===== config.mk =====
export PLATFORM = sky130hd
export DESIGN_NAME = issue_scoreboard
export DESIGN_NICKNAME = d
export VERILOG_FILES = /design/src/rtl/issue_scoreboard.sv
export SDC_FILE = /design/constraint.sdc
export NUM_CORES = 1
export LEC_CHECK = 0
export CAP_MARGIN = 20
export CORE_AREA = 2 2 105 107
export DETAILED_ROUTE_END_ITERATION = 10
export DIE_AREA = 0 0 107 109
export GPL_ROUTABILITY_DRIVEN = 0
export GPL_TIMING_DRIVEN = 0
export MAX_ROUTING_LAYER = met4
export PLACE_DENSITY_LB_ADDON = 0.1
export RECOVER_POWER = 50
export SETUP_SLACK_MARGIN = 0.1
export SYNTH_ARGS = -nofsm -noshare
export SYNTH_HDL_FRONTEND = slang
export SYNTH_SLANG_ARGS = --single-unit

===== constraint.sdc =====
create_clock -name clk -period 3.4 [get_ports clk]
set_clock_uncertainty 0.2 [all_clocks]
set_input_delay 0.51 -clock clk [delete_from_list [all_inputs] [get_ports clk]]
set_output_delay 0.51 -clock clk [all_outputs]
set_load 0.005 [all_outputs]

===== src/rtl/issue_scoreboard.sv =====
// -----------------------------------------------------------------------------
// issue_scoreboard
//
// Purpose:
//   Sits between instruction decode and the execute stage. It holds one decoded
//   instruction in an issue register and stalls decode when issuing would be
//   unsafe:
//     - RAW/WAW hazards against a bitmap of pending destination registers,
//     - the issued-but-unretired instruction count reaching MAX_INFLIGHT,
//     - a second load/store while one already owns the single memory port.
//   Busy registers are released as instructions retire in order.
//
// Optional feature (macro WB_BYPASS_EN):
//   Defined   - hazard and in-flight checks look through the retirement
//               happening in the same cycle, so a consumer can be accepted in
//               the cycle its producer retires.
//   Undefined - checks use registered state only. After each retirement there
//               is one extra cycle of stall.
//
// Parameters:
//   MAX_INFLIGHT  maximum issued-but-unretired instructions (1..7)
//   CNT_W         width of the in-flight counter (must hold MAX_INFLIGHT)
//
// Ports:
//   clk, rst_n                 clock (rising edge), async active-low reset
//   dec_valid / dec_ready      decode handshake
//   dec_op, dec_rs1/2/rd(_v),  decoded instruction fields
//   dec_imm(_v), dec_ls
//   iss_valid / iss_ready      execute handshake
//   iss_op, iss_rs1/2/rd,      registered instruction presented to execute
//   iss_rd_v, iss_imm(_v),
//   iss_ls
//   ret_valid, ret_rd_v,       in-order retirement of one instruction
//   ret_rd
//   ls_done                    memory port finished the outstanding load/store
//   busy_map                   pending-destination bitmap (bit 0 always 0)
//   inflight                   issued-but-unretired count, including the issue
//                              register
//   stall_raw, stall_ls        combinational stall reasons for the presented
//                              instruction
// -----------------------------------------------------------------------------
module issue_scoreboard #(
  parameter int MAX_INFLIGHT = 4,
  parameter int CNT_W        = 3
) (
  input  logic             clk,
  input  logic             rst_n,

  // Decode side
  input  logic             dec_valid,
  output logic             dec_ready,
  input  logic [5:0]       dec_op,
  input  logic             dec_rs1_v,
  input  logic             dec_rs2_v,
  input  logic             dec_rd_v,
  input  logic             dec_imm_v,
  input  logic [4:0]       dec_rs1,
  input  logic [4:0]       dec_rs2,
  input  logic [4:0]       dec_rd,
  input  logic [31:0]      dec_imm,
  input  logic             dec_ls,

  // Execute side
  output logic             iss_valid,
  input  logic             iss_ready,
  output logic [5:0]       iss_op,
  output logic [4:0]       iss_rs1,
  output logic [4:0]       iss_rs2,
  output logic [4:0]       iss_rd,
  output logic             iss_rd_v,
  output logic             iss_imm_v,
  output logic             iss_ls,
  output logic [31:0]      iss_imm,

  // Retirement and memory port
  input  logic             ret_valid,
  input  logic             ret_rd_v,
  input  logic [4:0]       ret_rd,
  input  logic             ls_done,

  // Status
  output logic [31:0]      busy_map,
  output logic [CNT_W-1:0] inflight,
  output logic             stall_raw,
  output logic             stall_ls
);

  // ---------------------------------------------------------------------------
  // Load/store port state
  // ---------------------------------------------------------------------------
  typedef enum logic [1:0] {
    LS_IDLE   = 2'd0,  // memory port free
    LS_QUEUED = 2'd1,  // load/store accepted, still in the issue register
    LS_WAIT   = 2'd2   // load/store handed to execute, waiting for ls_done
  } ls_state_e;

  ls_state_e        ls_state_q, ls_state_d;

  // ---------------------------------------------------------------------------
  // State registers
  // ---------------------------------------------------------------------------
  logic             iss_valid_q, iss_valid_d;
  logic [5:0]       iss_op_q;
  logic [4:0]       iss_rs1_q;
  logic [4:0]       iss_rs2_q;
  logic [4:0]       iss_rd_q;
  logic             iss_rd_v_q;
  logic             iss_imm_v_q;
  logic             iss_ls_q;
  logic [31:0]      iss_imm_q;

  logic [31:0]      busy_q, busy_d;
  logic [CNT_W-1:0] inflight_q, inflight_d;

  // ---------------------------------------------------------------------------
  // Handshake and hazard terms
  // ---------------------------------------------------------------------------
  logic             accept;     // decode transfer this cycle
  logic             iss_fire;   // execute transfer this cycle
  logic             ret_eff;    // retirement that actually decrements inflight
  logic             ret_clr;    // retirement that clears a busy bit
  logic             raw;
  logic             waw;
  logic             full;
  logic [31:0]      busy_view;  // busy bitmap as seen by the hazard checks
  logic [CNT_W-1:0] inflight_view;

  // A retirement at inflight==0 is spurious; ignoring it prevents underflow.
  assign ret_eff = ret_valid && (inflight_q != '0);
  assign ret_clr = ret_valid && ret_rd_v && (ret_rd != 5'd0);

`ifdef WB_BYPASS_EN
  // Look through the retirement happening this cycle so a dependent
  // instruction does not pay an extra stall cycle.
  logic [31:0] retire_mask;

  always_comb begin
    retire_mask = '0;
    if (ret_valid && ret_rd_v) begin
      retire_mask = 32'd1 << ret_rd;
    end
  end

  assign busy_view     = busy_q & ~retire_mask;
  assign inflight_view = inflight_q - CNT_W'(ret_eff);
`else
  assign busy_view     = busy_q;
  assign inflight_view = inflight_q;
`endif

  always_comb begin
    raw = 1'b0;
    waw = 1'b0;
    if (dec_rs1_v && (dec_rs1 != 5'd0) && busy_view[dec_rs1]) begin
      raw = 1'b1;
    end
    if (dec_rs2_v && (dec_rs2 != 5'd0) && busy_view[dec_rs2]) begin
      raw = 1'b1;
    end
    if (dec_rd_v && (dec_rd != 5'd0) && busy_view[dec_rd]) begin
      waw = 1'b1;
    end
  end

  assign stall_raw = raw | waw;
  // Uses the registered state, so ls_done can never coincide with a new
  // load/store accept.
  assign stall_ls  = dec_ls && (ls_state_q != LS_IDLE);
  assign full      = (inflight_view == CNT_W'(MAX_INFLIGHT));

  // Deliberately independent of dec_valid so decode can look ahead.
  assign dec_ready = rst_n && (!iss_valid_q || iss_ready) &&
                     !stall_raw && !stall_ls && !full;

  assign accept    = dec_valid && dec_ready;
  assign iss_fire  = iss_valid_q && iss_ready;

  // ---------------------------------------------------------------------------
  // Next-state logic
  // ---------------------------------------------------------------------------
  always_comb begin
    iss_valid_d = iss_valid_q;
    if (accept) begin
      iss_valid_d = 1'b1;      // load, or drain-and-reload in one cycle
    end else if (iss_fire) begin
      iss_valid_d = 1'b0;
    end
  end

  always_comb begin
    busy_d = busy_q;
    if (ret_clr) begin
      busy_d[ret_rd] = 1'b0;
    end
    // Applied after the clear so a same-register set/clear leaves the bit set.
    if (accept && dec_rd_v && (dec_rd != 5'd0)) begin
      busy_d[dec_rd] = 1'b1;
    end
    busy_d[0] = 1'b0;
  end

  always_comb begin
    inflight_d = inflight_q;
    case ({accept, ret_eff})
      2'b10:   inflight_d = inflight_q + CNT_W'(1);
      2'b01:   inflight_d = inflight_q - CNT_W'(1);
      default: inflight_d = inflight_q;
    endcase
  end

  always_comb begin
    ls_state_d = ls_state_q;
    case (ls_state_q)
      LS_IDLE: begin
        if (accept && dec_ls) begin
          ls_state_d = LS_QUEUED;
        end
      end
      LS_QUEUED: begin
        // ls_done here belongs to nothing we issued and is ignored.
        if (iss_fire && iss_ls_q) begin
          ls_state_d = LS_WAIT;
        end
      end
      LS_WAIT: begin
        if (ls_done) begin
          ls_state_d = LS_IDLE;
        end
      end
      default: begin
        ls_state_d = LS_IDLE;
      end
    endcase
  end

  // ---------------------------------------------------------------------------
  // Registers
  // ---------------------------------------------------------------------------
  always_ff @(posedge clk or negedge rst_n) begin
    if (!rst_n) begin
      ls_state_q <= LS_IDLE;
    end else begin
      ls_state_q <= ls_state_d;
    end
  end

  always_ff @(posedge clk or negedge rst_n) begin
    if (!rst_n) begin
      iss_valid_q <= 1'b0;
      busy_q      <= '0;
      inflight_q  <= '0;
    end else begin
      iss_valid_q <= iss_valid_d;
      busy_q      <= busy_d;
      inflight_q  <= inflight_d;
    end
  end

  // The issue payload only loads on accept, which also keeps it stable while
  // execute back-pressures.
  always_ff @(posedge clk or negedge rst_n) begin
    if (!rst_n) begin
      iss_op_q    <= '0;
      iss_rs1_q   <= '0;
      iss_rs2_q   <= '0;
      iss_rd_q    <= '0;
      iss_rd_v_q  <= 1'b0;
      iss_imm_v_q <= 1'b0;
      iss_ls_q    <= 1'b0;
      iss_imm_q   <= '0;
    end else if (accept) begin
      iss_op_q    <= dec_op;
      iss_rs1_q   <= dec_rs1;
      iss_rs2_q   <= dec_rs2;
      iss_rd_q    <= dec_rd;
      iss_rd_v_q  <= dec_rd_v;
      iss_imm_v_q <= dec_imm_v;
      iss_ls_q    <= dec_ls;
      iss_imm_q   <= dec_imm;
    end
  end

  // ---------------------------------------------------------------------------
  // Outputs
  // ---------------------------------------------------------------------------
  assign iss_valid = iss_valid_q;
  assign iss_op    = iss_op_q;
  assign iss_rs1   = iss_rs1_q;
  assign iss_rs2   = iss_rs2_q;
  assign iss_rd    = iss_rd_q;
  assign iss_rd_v  = iss_rd_v_q;
  assign iss_imm_v = iss_imm_v_q;
  assign iss_ls    = iss_ls_q;
  assign iss_imm   = iss_imm_q;
  assign busy_map  = busy_q;
  assign inflight  = inflight_q;

endmodule


# Word-level counts from Yosys, hierarchy flattened
# Cells that the tools add are included.
dict set report totals {
  output_inout_bits 95
  in_bits 70
  register_bits 93
}
dict set report op_classes {
  bitwise 4
  mux 22
  reduce_logical 37
  order_cmp 6
  n_eq_ne 8
  addsub 2
}
# operator n
set op_table {}
lappend op_table {{two-way mux 32 bit} 2}
lappend op_table {{AND 32 bit} 1}
lappend op_table {{NOT 32 bit} 1}
lappend op_table {{bitwise OR 32 bit} 1}
lappend op_table {{less-than comparator 5 x 6 -> 1 bit, second input constant} 4}
lappend op_table {{logical AND 1 bit} 22}
lappend op_table {{nonzero test 5 bit} 4}
lappend op_table {{binary-select mux 1 bit (select 5 bit)} 3}
lappend op_table {{demux 1 bit (select 5 bit)} 2}
lappend op_table {{>= comparator 5 x 1 -> 1 bit, second input constant} 2}
lappend op_table {{two-way mux 1 bit} 10}
lappend op_table {{two-way mux 2 bit} 3}
lappend op_table {{inequality test 2 bit, second input constant} 3}
lappend op_table {{one-hot mux 2 bit (3 select lines)} 1}
lappend op_table {{one-hot mux 3 bit (2 select lines)} 1}
lappend op_table {{nonzero test 2 bit} 3}
lappend op_table {{equality test 2 x 1 -> 1 bit, second input constant} 2}
lappend op_table {{equality test 2 bit, second input constant} 2}
lappend op_table {{logical NOT 1 bit} 4}
lappend op_table {{adder 3 x 1 -> 3 bit, second input constant} 1}
lappend op_table {{equality test 3 bit, second input constant} 1}
lappend op_table {{AND reduction 3 bit} 1}
lappend op_table {{nonzero test 3 bit} 1}
lappend op_table {{subtractor 3 x 1 -> 3 bit, second input constant} 1}
lappend op_table {{3 further kinds} 3}

# Longest topological paths before layout
dict set report depth {
  word_depth 14
  depth_mapped 14
}

# Worst setup path before layout
# Ideal clock, no wire load.
dict set report synth_timing {
  kind {input port to flip-flop}
  start {in dec_rd[0]}
  end {reg inflight_q[2] (netlist: inflight[2])}
  required_time_ns 3.075
  path_stages 14
  setup_slack_ns -0.040
  setup_ns 0.125
  arrival_ns 3.115
  path_buffers 3
  path_cell_list {buf_2 buf_1 mux2i_1 o22ai_1 o22a_1 o311ai_2 nand4_4 buf_2 ha_1 inv_1 fa_1 xor2_1 nor2_1 xor2_1}
}
dict set report synth_via {
  elab_chain_len 12
  word_cells_on_any_way 16
  cone_classes {2 x eq/ne; 4 x mux; 1 x bitwise; 9 x reduce/logical}
}
# item line_no
set synth_rtl {}
lappend synth_rtl {{from (decl)} 59} ;# input logic [4:0] dec_rd,
lappend synth_rtl {{binary-select mux 1 bit (select 5 bit) / nonzero test 5 bit (equally long branches)} 160} ;# if (dec_rd_v && (dec_rd != 5'd0) && busy_view[dec_rd]) begin
lappend synth_rtl {{two-way mux 1 bit (not written as such) / logical AND 1 bit (equally long branches)} 160}
lappend synth_rtl {{logical AND 1 bit *} 160}
lappend synth_rtl {{two-way mux 1 bit *} 160}
lappend synth_rtl {{bitwise OR 1 bit *} 165} ;# assign stall_raw = raw | waw;
lappend synth_rtl {{logical NOT 1 bit *} 173} ;# !stall_raw && !stall_ls && !full;
lappend synth_rtl {{logical AND 1 bit *} 172} ;# assign dec_ready = rst_n && (!iss_valid_q || iss_ready) &&
lappend synth_rtl {{logical AND 1 bit * (2 in a row)} 173}
lappend synth_rtl {{logical AND 1 bit *} 175} ;# assign accept = dec_valid && dec_ready;
lappend synth_rtl {{equality test 2 x 1 -> 1 bit / equality test 2 bit (equally long branches)} 204} ;# case ({accept, ret_eff})
lappend synth_rtl {{one-hot mux 3 bit (2 select lines) / nonzero test 2 bit (equally long branches)} -}
lappend synth_rtl {{to (signal assigned)} 255} ;# inflight_q <= inflight_d;
lappend synth_rtl {{to (decl)} 113} ;# logic [CNT_W-1:0] inflight_q, inflight_d;
# Every way passes the cells marked *; elsewhere a longest branch is shown, timed or not. The select of a mux whose other input is x is not followed.
# A chain may end at the register's enable or synchronous reset.

# Worst setup path after layout
dict set report layout_timing {
  start {in dec_rs2[0]}
  end {reg inflight_q[2] (netlist: inflight[2])}
}
dict set report layout_via {
  elab_chain_len 12
  word_cells_on_any_way 16
  cone_classes {2 x eq/ne; 4 x mux; 1 x bitwise; 9 x reduce/logical}
}
# item line_no
set layout_rtl {}
lappend layout_rtl {{from (decl)} 58} ;# input logic [4:0] dec_rs2,
lappend layout_rtl {{binary-select mux 1 bit (select 5 bit) / nonzero test 5 bit (equally long branches)} 157} ;# if (dec_rs2_v && (dec_rs2 != 5'd0) && busy_view[dec_rs2]) begin
lappend layout_rtl {{two-way mux 1 bit (not written as such) / logical AND 1 bit (equally long branches)} 157}
lappend layout_rtl {{logical AND 1 bit *} 157}
lappend layout_rtl {{two-way mux 1 bit *} 157}
lappend layout_rtl {{bitwise OR 1 bit *} 165}
lappend layout_rtl {{logical NOT 1 bit *} 173}
lappend layout_rtl {{logical AND 1 bit *} 172}
lappend layout_rtl {{logical AND 1 bit * (2 in a row)} 173}
lappend layout_rtl {{logical AND 1 bit *} 175}
lappend layout_rtl {{equality test 2 x 1 -> 1 bit / equality test 2 bit (equally long branches)} 204}
lappend layout_rtl {{one-hot mux 3 bit (2 select lines) / nonzero test 2 bit (equally long branches)} -}
# Marked as above.

==> qor.yml <==
worst_setup_path_start_kind: "input port"
die_h_um: 109
min-delay-start: "iss_imm[6]$_DFFE_PN0P_"
grt_pass1_wl_um: 21100
core_um2: 10600
synth.avg_cell_area_um2: 12.5
rr_startpoint: "busy_map[4]$_DFF_PN0_"
root_buffer: "clkbuf_8"
ys_seq_area_share_pct: 49.4
cp.arrival_ns: 3.25
finish.utilization_pct: 63.9
setup_viol: 0
wl_per_cell_um: 19.4
syn_to_final_growth_pct: 43.8
postRouteAntennaNets: 0
die_w_um: 107
rows: 38
viasPerCell: 5.71
timing.final.crit_share_pct: 93.1
cts_buffer_depth: 2
yosysWarnings: 0
muxShareOfSynthArea_pct: 25.0
p_switching_mw: 1.20
setup_ws_ns: 0.234
setup_tns_ns: 0
async_flop_share_pct: 100
ys_seq_elements: 93
syn_inst: 376
drt_pass1_iterations: 5
switching_share_pct: 29.0
vdd_drop_max_mv: 0.365
synth_xor_area_share_pct: 0.558
vias: 3974
synth_top_family_by_area: "multiplexers"
hold_violations: 0
antenna_found_initial: 0
finalPower_mw: 4.15
dp_hpwl_um: 10000
synth_edf_count: 0
place_ws_ns: -0.825
portBuffers: 157
wl_um: 13500
ios: 165
place_area_um2: 6510
fill_cells: 868
crit_start: "dec_rs2[0]"
worst_pin_slew_ns: 1.76
crit_path_end_kind: "flop"
multi_input_area_um2: 2230
status: "finished with violations"
synth_compound_area_share_pct: 12.1
violations: "capacitance limit, slew limit"
grt_overflow: 0
drc: 0
maxSlewHeadroom_pct: -17.6
grt_pass1_vias: 4072
htreeDepth: 3
stdcell_area_um2: 6770
critPathRequiredTime_ns: 3.48
yosys.cell_types.count: 45
p_per_area_nw_per_um2: 612
synthAdderAreaFrac_pct: 0.690
cts_tree: "built"
hold_path_class: "flop to flop"
cts_buffers: 9
clock.fmax_mhz: 316
seq_power_share_pct: 42.5
slew_viol_final: 73
clk_latency_ns: 0.36
drive_gt1_share_pct: 21.4
rsz0062_at_grt: "true"
syn_nets: 448
path_max_fanout: 10
seq_area_um2: 2330
grt_max_degree: 73
synthSimpleGateAreaFrac_pct: 8.05
clock_sinks: 93
maxCapViolations: 1
n_antenna_cell: 0
clkTransAtPathRegs_ns: 0.09
grt_use_total_pct: 24.2
power_frac_clock_pct: 17.9
ys.flop_type: "dfrtp_1"
comb_power_share_pct: 39.6
dieArea_um2: 11700
syn_area_um2: 4710
p_int_mw: 2.94
start_util_pct: 44.4
p_leak_nw: 2.80
drtIter0Drc: 308
worst-setup-path-type: "input port to flop"
nets: 623
min_period_ns: 3.17
==> synthesized netlist by cell type, types with 2 or more instances <==
master	number	area share [%]
mux2_1	9	2.2
a311oi_1	2	0.37
o22ai_1	3	0.40
nor2b_1	2	0.27
nand3b_1	10	1.6
o21ai_0	35	3.7
buf_1	3	0.24
dfrtp_1	93	49
xor2_1	2	0.37
nand4b_1	2	0.37
or3_1	2	0.27
clkbuf_1	8	0.64
mux2_2	50	12
mux2i_1	20	4.2
nand2b_1	5	0.66
nand3_1	7	0.74
inv_1	11	0.88
or3b_2	4	0.74
nand2_1	13	1.0
nor2_1	10	0.80
o211ai_1	3	0.48
mux4_2	14	6.7
buf_2	5	0.53
buf_6	7	1.7
o31ai_1	31	4.9
o41ai_1	2	0.37
a31oi_1	2	0.27
nand4_1	4	0.53
==> critical path, cell delays in order <==
cell           delay, ns
dlygate4sd2_1       0.29
clkbuf_2            0.21
nor2b_1             0.18
a22oi_1             0.19
a31oi_1             0.11
a221o_1             0.40
buf_4               0.17
nand4_4             0.08
buf_8               0.16
ha_4                0.14
inv_1               0.05
fa_2                0.33
xor2_1              0.15
nor2_1              0.11
xor2_1              0.16
==> repair_timing <==
action / in CTS / in global routing
endpoints found under the hold margin: 21 / 0
hold buffers: 1 / 0
gates cloned: 0 / 0
setup buffers: 3 / 2
gates resized for setup: 25 / 8
endpoints found under the setup margin: 81 / 3
pin swaps: 4 / 1
==> stage by stage <==
step | std cells | hold WS (ns)
global route | 696 | 0.323
CTS | 694 | 0.308
detailed placement | 674 | 0.233
finish | 696 | 0.299
floorplan | 376 | 0.0144
global placement | 673 | 0.273
==> layout make-up <==
| class | instances | share of cell area, % |
|---|---|---|
| Timing Repair Buffer | 164 | 23.8 |
| Clock buffer | 12 | 2.14 |
| Tap cell | 140 | 2.59 |
| Sequential cell | 93 | 34.4 |
| Inverter | 11 | 0.610 |
| Clock inverter | 4 | 0.702 |
| Buffer | 24 | 2.94 |
| Multi-Input combinational cell | 248 | 32.9 |
==> cells in the final DEF (no fill, tap or decap), drive strengths merged, types with 7 or more instances in the layout <==
| master | instances |
|---|---|
| clkdlybuf4s50 | 101 |
| dfrtp | 93 |
| mux2 | 59 |
| dlygate4sd3 | 48 |
| o21ai | 35 |
| o31ai | 31 |
| buf | 23 |
| clkbuf | 21 |
| mux2i | 20 |
| mux4 | 14 |
| nand2 | 13 |
| inv | 11 |
| nand3b | 10 |
| nor2 | 10 |
| nand3 | 7 |
==> registers in the layout (all words and copies together), names as in the netlist <==
| signal | cells |
|---|---|
| iss_rs1 | 5 |
| busy_map | 31 |
| ls_state_q | 2 |
| iss_rd | 5 |
| iss_valid | 1 |
| inflight | 3 |
| iss_rs2 | 5 |
| iss_imm | 32 |
| iss_op | 6 |
| iss_rd_v | 1 |
| iss_ls | 1 |
| iss_imm_v | 1 |
==> worst paths after layout <==
check	end	slack (ns)	cells after the start
setup reg to reg	inflight[2]$_DFFE_PN0P_	0.24	12
setup / recovery	inflight[2]$_DFFE_PN0P_	0.23	15
hold reg to reg	iss_imm[6]$_DFFE_PN0P_	0.30	1
min in group asynchronous	iss_rs1[2]$_DFFE_PN0P_	0.37	2
hold / removal	iss_imm[6]$_DFFE_PN0P_	0.30	1
max in group asynchronous	iss_rd[2]$_DFFE_PN0P_	0.63	3
==> metal layers <==
metal / vias up / global-route usage, % / wire [um]
met5: - / - / 0
met4: 0 / 8.26 / 293
met3: 25 / 4.54 / 1030
met2: 203 / 38.9 / 6700
met1: 1978 / 31.2 / 5460
li1: 1768 / - / -
==> power groups by stage <==
| stage | combinational (mW) | sequential (mW) | clock, mW |
|---|---|---|---|
| detailed placement | 1.75 | 1.79 | 0 |
| floorplan | 0.639 | 1.79 | 0 |
| CTS | 1.77 | 1.77 | 0.764 |
| global route | 1.78 | 1.82 | 0.813 |
| finish | 1.64 | 1.76 | 0.743 |
| global placement | 1.72 | 1.77 | 0 |
==> kinds of logic (layout without fill, tap and decap cells) <==
logic type                 count (synthesis)  in the layout
DFF                                       93             93
muxes                                     93             93
AOI/OAI and AO/OA                         86             86
other                                      1              1
adders and majority gates                  2              2
buffers and inverters                     35            215
and+or+nand+nor                           63             63
xor gates and xnor gates                   3              3
No activity file was read; power rests on OpenSTA's default activity.
